File: src/rtl/lcd_view_sched.sv
// LCD line-1 view scheduler: TIME/ALARM/RING selection, binary->ASCII fields, edit-field blink,
// char outputs updated only on FRAME_TICK. Define LCD_SCHED_24H_EN for a 24h display (default 12h).
module lcd_view_sched #(
  parameter int TIMEOUT_FRAMES = 64,
  parameter int RING_FRAMES    = 255,
  parameter int BLINK_FRAMES   = 8
) (
  input  logic       CLK,
  input  logic       RESETN,
  input  logic       FRAME_TICK,
  input  logic [4:0] CUR_HOUR,
  input  logic [5:0] CUR_MIN,
  input  logic [5:0] CUR_SEC,
  input  logic [4:0] ALM_HOUR,
  input  logic [5:0] ALM_MIN,
  input  logic       VIEW_REQ,
  input  logic       ALARM_FIRE,
  input  logic       ALARM_ACK,
  input  logic [1:0] EDIT_FIELD,
  output logic [7:0] H10,
  output logic [7:0] H1,
  output logic [7:0] M10,
  output logic [7:0] M1,
  output logic [7:0] S10,
  output logic [7:0] S1,
  output logic [7:0] MERIDIAN,
  output logic [1:0] VIEW,
  output logic       RING
);

  typedef enum logic [1:0] {
    ST_TIME  = 2'b00,
    ST_ALARM = 2'b01,
    ST_RING  = 2'b10
  } state_t;

  localparam logic [7:0]  CH_SP      = 8'h20;
  localparam logic [7:0]  CH_DASH    = 8'h2D;
  localparam logic [7:0]  CH_A       = 8'h41;
  localparam logic [7:0]  CH_P       = 8'h50;
  localparam logic [15:0] PAIR_SP    = {CH_SP, CH_SP};
  localparam logic [15:0] PAIR_DASH  = {CH_DASH, CH_DASH};
  localparam logic [55:0] RING_TEXT  = "ALARM! ";
  localparam logic [55:0] ALL_SP     = {7{CH_SP}};
  localparam logic [7:0]  TO_LAST    = 8'(TIMEOUT_FRAMES - 1);
  localparam logic [7:0]  RING_LAST  = 8'(RING_FRAMES - 1);
  localparam logic [7:0]  BLINK_LAST = 8'(BLINK_FRAMES - 1);
`ifdef LCD_SCHED_24H_EN
  localparam logic        BLANK_H10  = 1'b0;
`else
  localparam logic        BLANK_H10  = 1'b1;
`endif

  state_t      state;
  state_t      nxt_state;
  logic [7:0]  frame_cnt;
  logic [7:0]  blink_cnt;
  logic        blink_hidden;
  logic [1:0]  edit_q;
  logic        edit_chg;
  logic        hide_now;

  logic [4:0]  hour_src;
  logic [5:0]  min_src;
  logic [4:0]  hr_disp;
  logic [7:0]  mer;
  logic [15:0] h_pair;
  logic [15:0] m_pair;
  logic [15:0] s_pair;
  logic [55:0] nxt_chars;

  function automatic logic [3:0] tens_of(input logic [5:0] v);
    if      (v >= 6'd60) tens_of = 4'd6;
    else if (v >= 6'd50) tens_of = 4'd5;
    else if (v >= 6'd40) tens_of = 4'd4;
    else if (v >= 6'd30) tens_of = 4'd3;
    else if (v >= 6'd20) tens_of = 4'd2;
    else if (v >= 6'd10) tens_of = 4'd1;
    else                 tens_of = 4'd0;
  endfunction

  function automatic logic [15:0] two_dig(input logic [5:0] v, input logic ok, input logic blank_tens);
    logic [3:0] t;
    logic [5:0] u;
    t = tens_of(v);
    u = v - ({2'b00, t} * 6'd10);
    if (!ok)
      two_dig = PAIR_DASH;
    else if (blank_tens && t == 4'd0)
      two_dig = {CH_SP, 8'h30 + {4'h0, u[3:0]}};
    else
      two_dig = {8'h30 + {4'h0, t}, 8'h30 + {4'h0, u[3:0]}};
  endfunction

  always_comb begin
    nxt_state = state;
    case (state)
      ST_TIME: begin
        if (ALARM_FIRE)    nxt_state = ST_RING;
        else if (VIEW_REQ) nxt_state = ST_ALARM;
      end
      ST_ALARM: begin
        if (ALARM_FIRE)                              nxt_state = ST_RING;
        else if (VIEW_REQ)                           nxt_state = ST_TIME;
        else if (FRAME_TICK && frame_cnt == TO_LAST) nxt_state = ST_TIME;
      end
      ST_RING: begin
        if (ALARM_ACK)                                 nxt_state = ST_TIME;
        else if (FRAME_TICK && frame_cnt == RING_LAST) nxt_state = ST_TIME;
      end
      default: nxt_state = ST_TIME;
    endcase
  end

  // Frame counter restarts on every state change so timeouts are measured from entry.
  always_ff @(posedge CLK) begin
    if (!RESETN) begin
      state     <= ST_TIME;
      VIEW      <= 2'b00;
      RING      <= 1'b0;
      frame_cnt <= 8'd0;
    end else begin
      state <= nxt_state;
      VIEW  <= nxt_state;
      RING  <= (nxt_state == ST_RING);
      if (nxt_state != state)
        frame_cnt <= 8'd0;
      else if (FRAME_TICK)
        frame_cnt <= frame_cnt + 8'd1;
    end
  end

  assign edit_chg = (EDIT_FIELD != edit_q);

  always_ff @(posedge CLK) begin
    if (!RESETN) begin
      edit_q       <= 2'b00;
      blink_cnt    <= 8'd0;
      blink_hidden <= 1'b0;
    end else begin
      edit_q <= EDIT_FIELD;
      if (edit_chg) begin
        blink_cnt    <= 8'd0;
        blink_hidden <= 1'b0;
      end else if (FRAME_TICK) begin
        if (blink_cnt == BLINK_LAST) begin
          blink_cnt    <= 8'd0;
          blink_hidden <= ~blink_hidden;
        end else begin
          blink_cnt <= blink_cnt + 8'd1;
        end
      end
    end
  end

  // A fresh EDIT_FIELD value is always shown visible, even on the cycle it changes.
  assign hide_now = blink_hidden && !edit_chg;

  always_comb begin
    hour_src = (state == ST_ALARM) ? ALM_HOUR : CUR_HOUR;
    min_src  = (state == ST_ALARM) ? ALM_MIN  : CUR_MIN;
    hr_disp  = hour_src;
    mer      = CH_SP;
`ifndef LCD_SCHED_24H_EN
    if (hour_src == 5'd0)      hr_disp = 5'd12;
    else if (hour_src > 5'd12) hr_disp = hour_src - 5'd12;
    mer = (hour_src < 5'd12) ? CH_A : CH_P;
`endif
    if (hour_src > 5'd23) mer = CH_SP;

    h_pair = two_dig({1'b0, hr_disp}, hour_src <= 5'd23, BLANK_H10);
    m_pair = two_dig(min_src, min_src <= 6'd59, 1'b0);
    s_pair = (state == ST_ALARM) ? PAIR_DASH : two_dig(CUR_SEC, CUR_SEC <= 6'd59, 1'b0);

    if (hide_now) begin
      case (EDIT_FIELD)
        2'b01:   h_pair = PAIR_SP;
        2'b10:   m_pair = PAIR_SP;
        2'b11:   if (state == ST_TIME) s_pair = PAIR_SP;
        default: ;
      endcase
    end

    nxt_chars = {h_pair, m_pair, s_pair, mer};
    if (state == ST_RING)
      nxt_chars = frame_cnt[0] ? ALL_SP : RING_TEXT;
  end

  always_ff @(posedge CLK) begin
    if (!RESETN)
      {H10, H1, M10, M1, S10, S1, MERIDIAN} <= ALL_SP;
    else if (FRAME_TICK)
      {H10, H1, M10, M1, S10, S1, MERIDIAN} <= nxt_chars;
  end

endmodule

File: config.mk
export PLATFORM = sky130hd
export DESIGN_NAME = lcd_view_sched
export DESIGN_NICKNAME = d
export VERILOG_FILES = /design/src/rtl/lcd_view_sched.sv
export SDC_FILE = /design/constraint.sdc
export NUM_CORES = 1
export LEC_CHECK = 0
export BUFFER_PORTS_ARGS = -buffer_cell sky130_fd_sc_hd__buf_4
export CORE_ASPECT_RATIO = 1.25
export CORE_MARGIN = 8
export CORE_UTILIZATION = 50
export CTS_CLUSTER_DIAMETER = 100
export CTS_CLUSTER_SIZE = 28
export DETAILED_ROUTE_END_ITERATION = 7
export PLACE_DENSITY = 0.81
export SYNTH_ARGS = -nofsm -noshare
export SYNTH_HDL_FRONTEND = slang
export SYNTH_SLANG_ARGS = --single-unit
File: constraint.sdc
create_clock -name CLK -period 8 [get_ports CLK]
set_input_delay 2.4 -clock CLK [delete_from_list [all_inputs] [get_ports CLK]]
set_output_delay 2.4 -clock CLK [all_outputs]
set_load 0.02 [all_outputs]
## After elaboration in Yosys (flattened, before gate mapping)

Cells that the tools add are included.

- Reduce and logical (&&, ||, !) cells: 10
- $add $sub $neg: 12
- Bitwise logic cells: 2
- Order comparisons: 24
- Mux-type cells: 47
- Multipliers: 3
- Eq/ne operators: 11

Operators with widths:

| cell | number |
|---|---|
| $mux W16 | 8 |
| $mux W15 | 4 |
| $mux W56 | 1 |
| $mux W55 | 1 |
| $add A6 B4 Y7 const A | 6 |
| $ge A6 B6 Y1 const B | 6 |
| $mux W3 | 9 |
| $mux W2 | 13 |
| $ge A6 B5 Y1 const B | 4 |
| $mux W5 | 4 |
| $ge A5 B6 Y1 const B | 3 |
| $add A8 B1 Y8 const B | 2 |
| $ge A6 B4 Y1 const B | 2 |
| $le A6 B6 Y1 const B | 2 |
| $sub A4 B4 Y4 | 3 |
| $ge A5 B5 Y1 const B | 2 |
| $mul A3 B3 Y3 const B | 3 |
| $eq A2 B2 Y1 const B | 4 |
| $eq A8 B3 Y1 const B | 1 |
| $eq A8 B6 Y1 const B | 1 |
| $eq A8 B8 Y1 const B | 1 |
| $mux W8 | 1 |
| $mux W7 | 1 |
| $mux W6 | 1 |
| other kinds (18) | 26 |

- Word-level logic and storage cells: 122
- Output and inout bits: 59
- Input bits: 36
- Flip-flop bits (word level): 78

## Longest topological paths before layout

- Depth after elaboration: 20
- Depth in mapped cells: 16
- Gate-level depth less buffers: 14

## Worst setup path after synthesis

OpenSTA, ideal clock, no wires.

- Path type: in2reg
- From: in CUR_HOUR[3]
- To: reg H1[3]
- Data required time: 7.878 ns
- Library setup time: 0.122 ns
- Arrival: 5.017 ns
- Path buffers: 1
- Slack: 2.861 ns
- Cell stages on the path: 14
- Cells stage by stage: mux2i_1 -> inv_1 -> ha_1 -> buf_1 -> a21o_1 -> a311o_1 -> a31oi_1 -> inv_1 -> ha_1 -> fa_1 -> nor3b_1 -> o31ai_1 -> o32ai_1 -> nor2_1

- Longest elaborated chain between the ends: 19
- Elaborated cells on any way between the ends: 27
- Classes of those cells: add/sub: 3; mul: 1; order compare: 8; mux: 14; reduce/logical: 1

RTL lines:

| item | RTL line | RTL |
|---|---|---|
| from (decl) | 11 | `input logic [4:0] CUR_HOUR,` |
| $mux W5 (*) | 160 | `hour_src = (state == ST_ALARM) ? ALM_HOUR : CUR_HOUR;` |
| $sub A5 B4 Y5 or $gt A5 B4 Y1 (tied branches) | 166 | `else if (hour_src > 5'd12) hr_disp = hour_src - 5'd12;` |
| $mux W5 | 166 |  |
| $mux W5 | 165 | `if (hour_src == 5'd0) hr_disp = 5'd12;` |
| $ge A5 B4 Y1 | 78 | `else if (v >= 6'd10) tens_of = 4'd1;` |
| $mux W1 | 78 |  |
| $mux W2 | 77 | `else if (v >= 6'd20) tens_of = 4'd2;` |
| $mux W2 | 76 | `else if (v >= 6'd30) tens_of = 4'd3;` |
| (+3 left out) | -- |  |
| $mul A3 B3 Y3 | 86 | `u = v - ({2'b00, t} * 6'd10);` |
| $sub A4 B4 Y4 | 86 |  |
| $add A6 B4 Y7 | 90, 92 |  |
| $mux W15 | 89 | `else if (blank_tens && t == 4'd0)` |
| $mux W15 (*) | 87 | `if (!ok)` |
| $mux W16 | 176 | `case (EDIT_FIELD)` |
| $mux W16 (*) | 175 | `if (hide_now) begin` |
| $mux W56 (*) | 185 | `if (state == ST_RING)` |
| to (signal assigned) | 193 | `{H10, H1, M10, M1, S10, S1, MERIDIAN} <= nxt_chars;` |
| to (decl) | 21 | `output logic [7:0] H1,` |

Mark *: on every way between the ends. The rest lies on a longest branch, timed or not.
A chain may end at the register's enable or synchronous reset.

## Worst setup path in the final report

Ends and elaborated chain as after synthesis.

==> flow_metrics.tcl <==
set metrics [dict create \
    status "complete, no violations" \
    path_clk_slew_ns 0.11 \
    port-buffer-count 82 \
    drtIter0Drc 152 \
    rows 34 \
    pwr-share-clk_pct 24.3 \
    seq_area_frac_synth_pct 32.17 \
    hold_viol 0 \
    final_common_cell "buf_4" \
    cts_resized 0 \
    crit_type "input port to flip-flop" \
    synth_area_um2 3485 \
    finalSetupViolCount 0 \
    cts_setup_buffers 0 \
    final_cell_mix "84 x buf_4, 56 x dfxtp_1, 53 x nor2_1" \
    clk_latency_ns 0.32 \
    synthCells 435 \
    cts_num_sinks 56 \
    hp-class "flip-flop to flip-flop" \
    root_buffer "clkbuf_8" \
    drive_above_1_share_pct 20.56 \
    num_io_pins 95 \
    fill_cells 628 \
    cp.required_ns 8.20 \
    swShare_pct 33.57 \
    design.die.area_um2 9913 \
    grt_max_degree 39 \
    syn_to_final_growth_pct 17.70 \
    fp.dieH_um 109.3 \
    fmax_mhz 192.2 \
    synth.distinct_cells 70 \
    synth-warning-count 0 \
    drc 0 \
    irDropWorstVdd_mv 0.1032 \
    end_kind "flip-flop" \
    antenna_found_initial 0 \
    fin_crit_sh_pct 65.03 \
    via_count 3275 \
    slew-limit-headroom_pct 43.42 \
    ant_nets 0 \
    coreArea_um2 6849 \
    numCtsBuffers 5 \
    die_w_um 90.67 \
    crit_fanout 10 \
    p_int_uw 435.2 \
    antenna_cells 0 \
    synth_edf_count 0 \
    grt_pass1_wl_um 15540 \
    worst_pin_slew_ns 0.8250 \
    skew_ns 0.01382 \
    track_usage_pct 18.73 \
    cts-hold-fix-buffers 0 \
    worst_setup_path_start_kind "input port" \
    cts_tree "built" \
    ys_ff_latch 56 \
    p_sw_uw 219.9 \
    grt_pass1_vias 3340 \
    cp.arrival_ns 5.41 \
    wirelength_um 9418 \
    drv_cap 0 \
    postLayoutCoreUtil_pct 59.88 \
    p_per_area_nw_per_um2 159.7 \
    rrSetupSlack_ns 3.63 \
    post-route-min-period_ns 5.202 \
    share_seq_of_total_power_pct 46.9 \
    nNetsFinal 541 \
    initial_utilization_pct 50.88 \
    p_comb_share_pct 28.8 \
    grt_setup_unrepaired "no" \
    async_flop_share_pct 0 \
    clk_path_buf_depth 2 \
    place_congestion 0.9382 \
    postSynthAreaPerCell_um2 8.011 \
    h-tree-depth 2 \
    leakage_uw 0.001713 \
    wl_per_cell_um 16.07 \
    hpwl_um 7163 \
    firstDrtPassIters 4 \
    setup_tns_ns 0 \
    grt_overflow 0 \
    synthFlopType "dfxtp_1" \
    via_per_inst 5.589 \
    final_max_slew_viol_count 0 \
]
per-stage QoR:
step	worst slack (ns)	cell area [um2]	hold WS, ns	power (uW)	std cells
2_1_floorplan	2.861	3522	0.4805	438.6	445
3_3_place_gp	2.544	4010	0.4555	498.5	578
3_5_place_dp	2.510	4010	0.4582	501.3	578
4_1_cts	2.833	4101	0.4752	658.6	586
5_1_grt	2.559	4101	0.4933	689.4	586
6_report	2.798	4101	0.4702	655.1	586
cells in the mapped netlist (3+ instances only):
library cell	number	area [um2]
mux2i_1	8	80.08
o21ai_0	20	100.1
xnor2_1	7	61.31
o31ai_1	4	30.03
a31oi_1	8	50.05
o21bai_1	3	22.52
buf_1	3	11.26
nor2_1	53	198.9
or3_1	4	25.02
mux2_2	3	33.78
nand3_1	14	70.07
fa_1	3	60.06
a21oi_1	39	195.2
nand3b_1	4	30.03
o211ai_1	5	37.54
a21o_1	3	22.52
a221oi_1	3	26.28
nand2b_1	7	43.79
inv_1	16	60.06
clkbuf_1	10	37.54
buf_2	3	15.01
nand2_1	33	123.9
dfxtp_1	56	1121
nand4_1	8	50.05
and2_1	6	37.54
and3_1	4	25.02
nor3_1	6	30.03
buf_4	24	180.2
nor2b_1	7	43.79
xor2_1	12	105.1
ha_1	7	87.58
state kept, by name, indices dropped and copies added (netlist names):
| signal | count |
|---|---|
| edit_q | 2 |
| MERIDIAN | 4 |
| blink_cnt | 8 |
| frame_cnt | 8 |
| M1 | 5 |
| RING | 1 |
| H1 | 5 |
| S10 | 5 |
| state | 2 |
| blink_hidden | 1 |
| S1 | 4 |
| H10 | 6 |
| M10 | 5 |
worst paths after layout:
check                    from  depth (start not counted)    end
setup / recovery  CUR_HOUR[3]                         14  H1[3]
hold / removal          M1[3]                          2  M1[3]
setup reg to reg     state[1]                         14  H1[3]
hold reg to reg         M1[3]                          2  M1[3]
layer usage:
metal	vias up	wire (um)	part of all wire [%]	GRT usage (%)
met4	0	229	2.4	9.058
li1	1632	-	-	-
met3	16	455	4.8	3.552
met1	1529	4090	43	22.21
met2	98	4642	49	32.17
met5	-	0	0	0
critical path, cell delays in order:
cell and delay, ns:
buf_4 0.13, mux2i_1 0.37, inv_1 0.18, ha_1 0.32
a21o_1 0.22, a311o_1 0.38, a31oi_1 0.18, inv_1 0.06
ha_1 0.19, fa_1 0.38, nor3b_1 0.26, o31ai_1 0.12
o32ai_1 0.14, nor2_1 0.07
logic make-up after synthesis:
group	Yosys count	synth area share (%)
adder cells (fa/ha/maj)	10	4.237
buffers and inverters	60	9.372
other	2	0.2155
XOR/XNOR	19	4.776
AO/OA/AOI/OAI	117	22.37
AND/OR/NAND/NOR	158	22.62
multiplexers	13	4.237
flip-flops	56	32.17
power by group through the flow:
stage / sequential [uW] / combinational, uW / clock (uW)
2_1_floorplan: 328 / 111 / 0
3_3_place_gp: 313 / 186 / 0
3_5_place_dp: 313 / 188 / 0
4_1_cts: 307 / 189 / 163
5_1_grt: 309 / 207 / 173
6_report: 307 / 189 / 159
layout make-up:
| cell class | count | area [um2] | share of cell area (%) |
|---|---|---|---|
| Timing Repair Buffer | 84 | 630.6 | 15.38 |
| Multi-Input combinational cell | 329 | 2074 | 50.58 |
| Sequential cell | 56 | 1121 | 27.33 |
| Tap cell | 90 | 112.6 | 2.746 |
| Inverter | 19 | 71.32 | 1.739 |
| Clock inverter | 3 | 22.52 | 0.5491 |
| Clock buffer | 5 | 68.82 | 1.678 |
No activity file was read; power rests on OpenSTA's default activity.
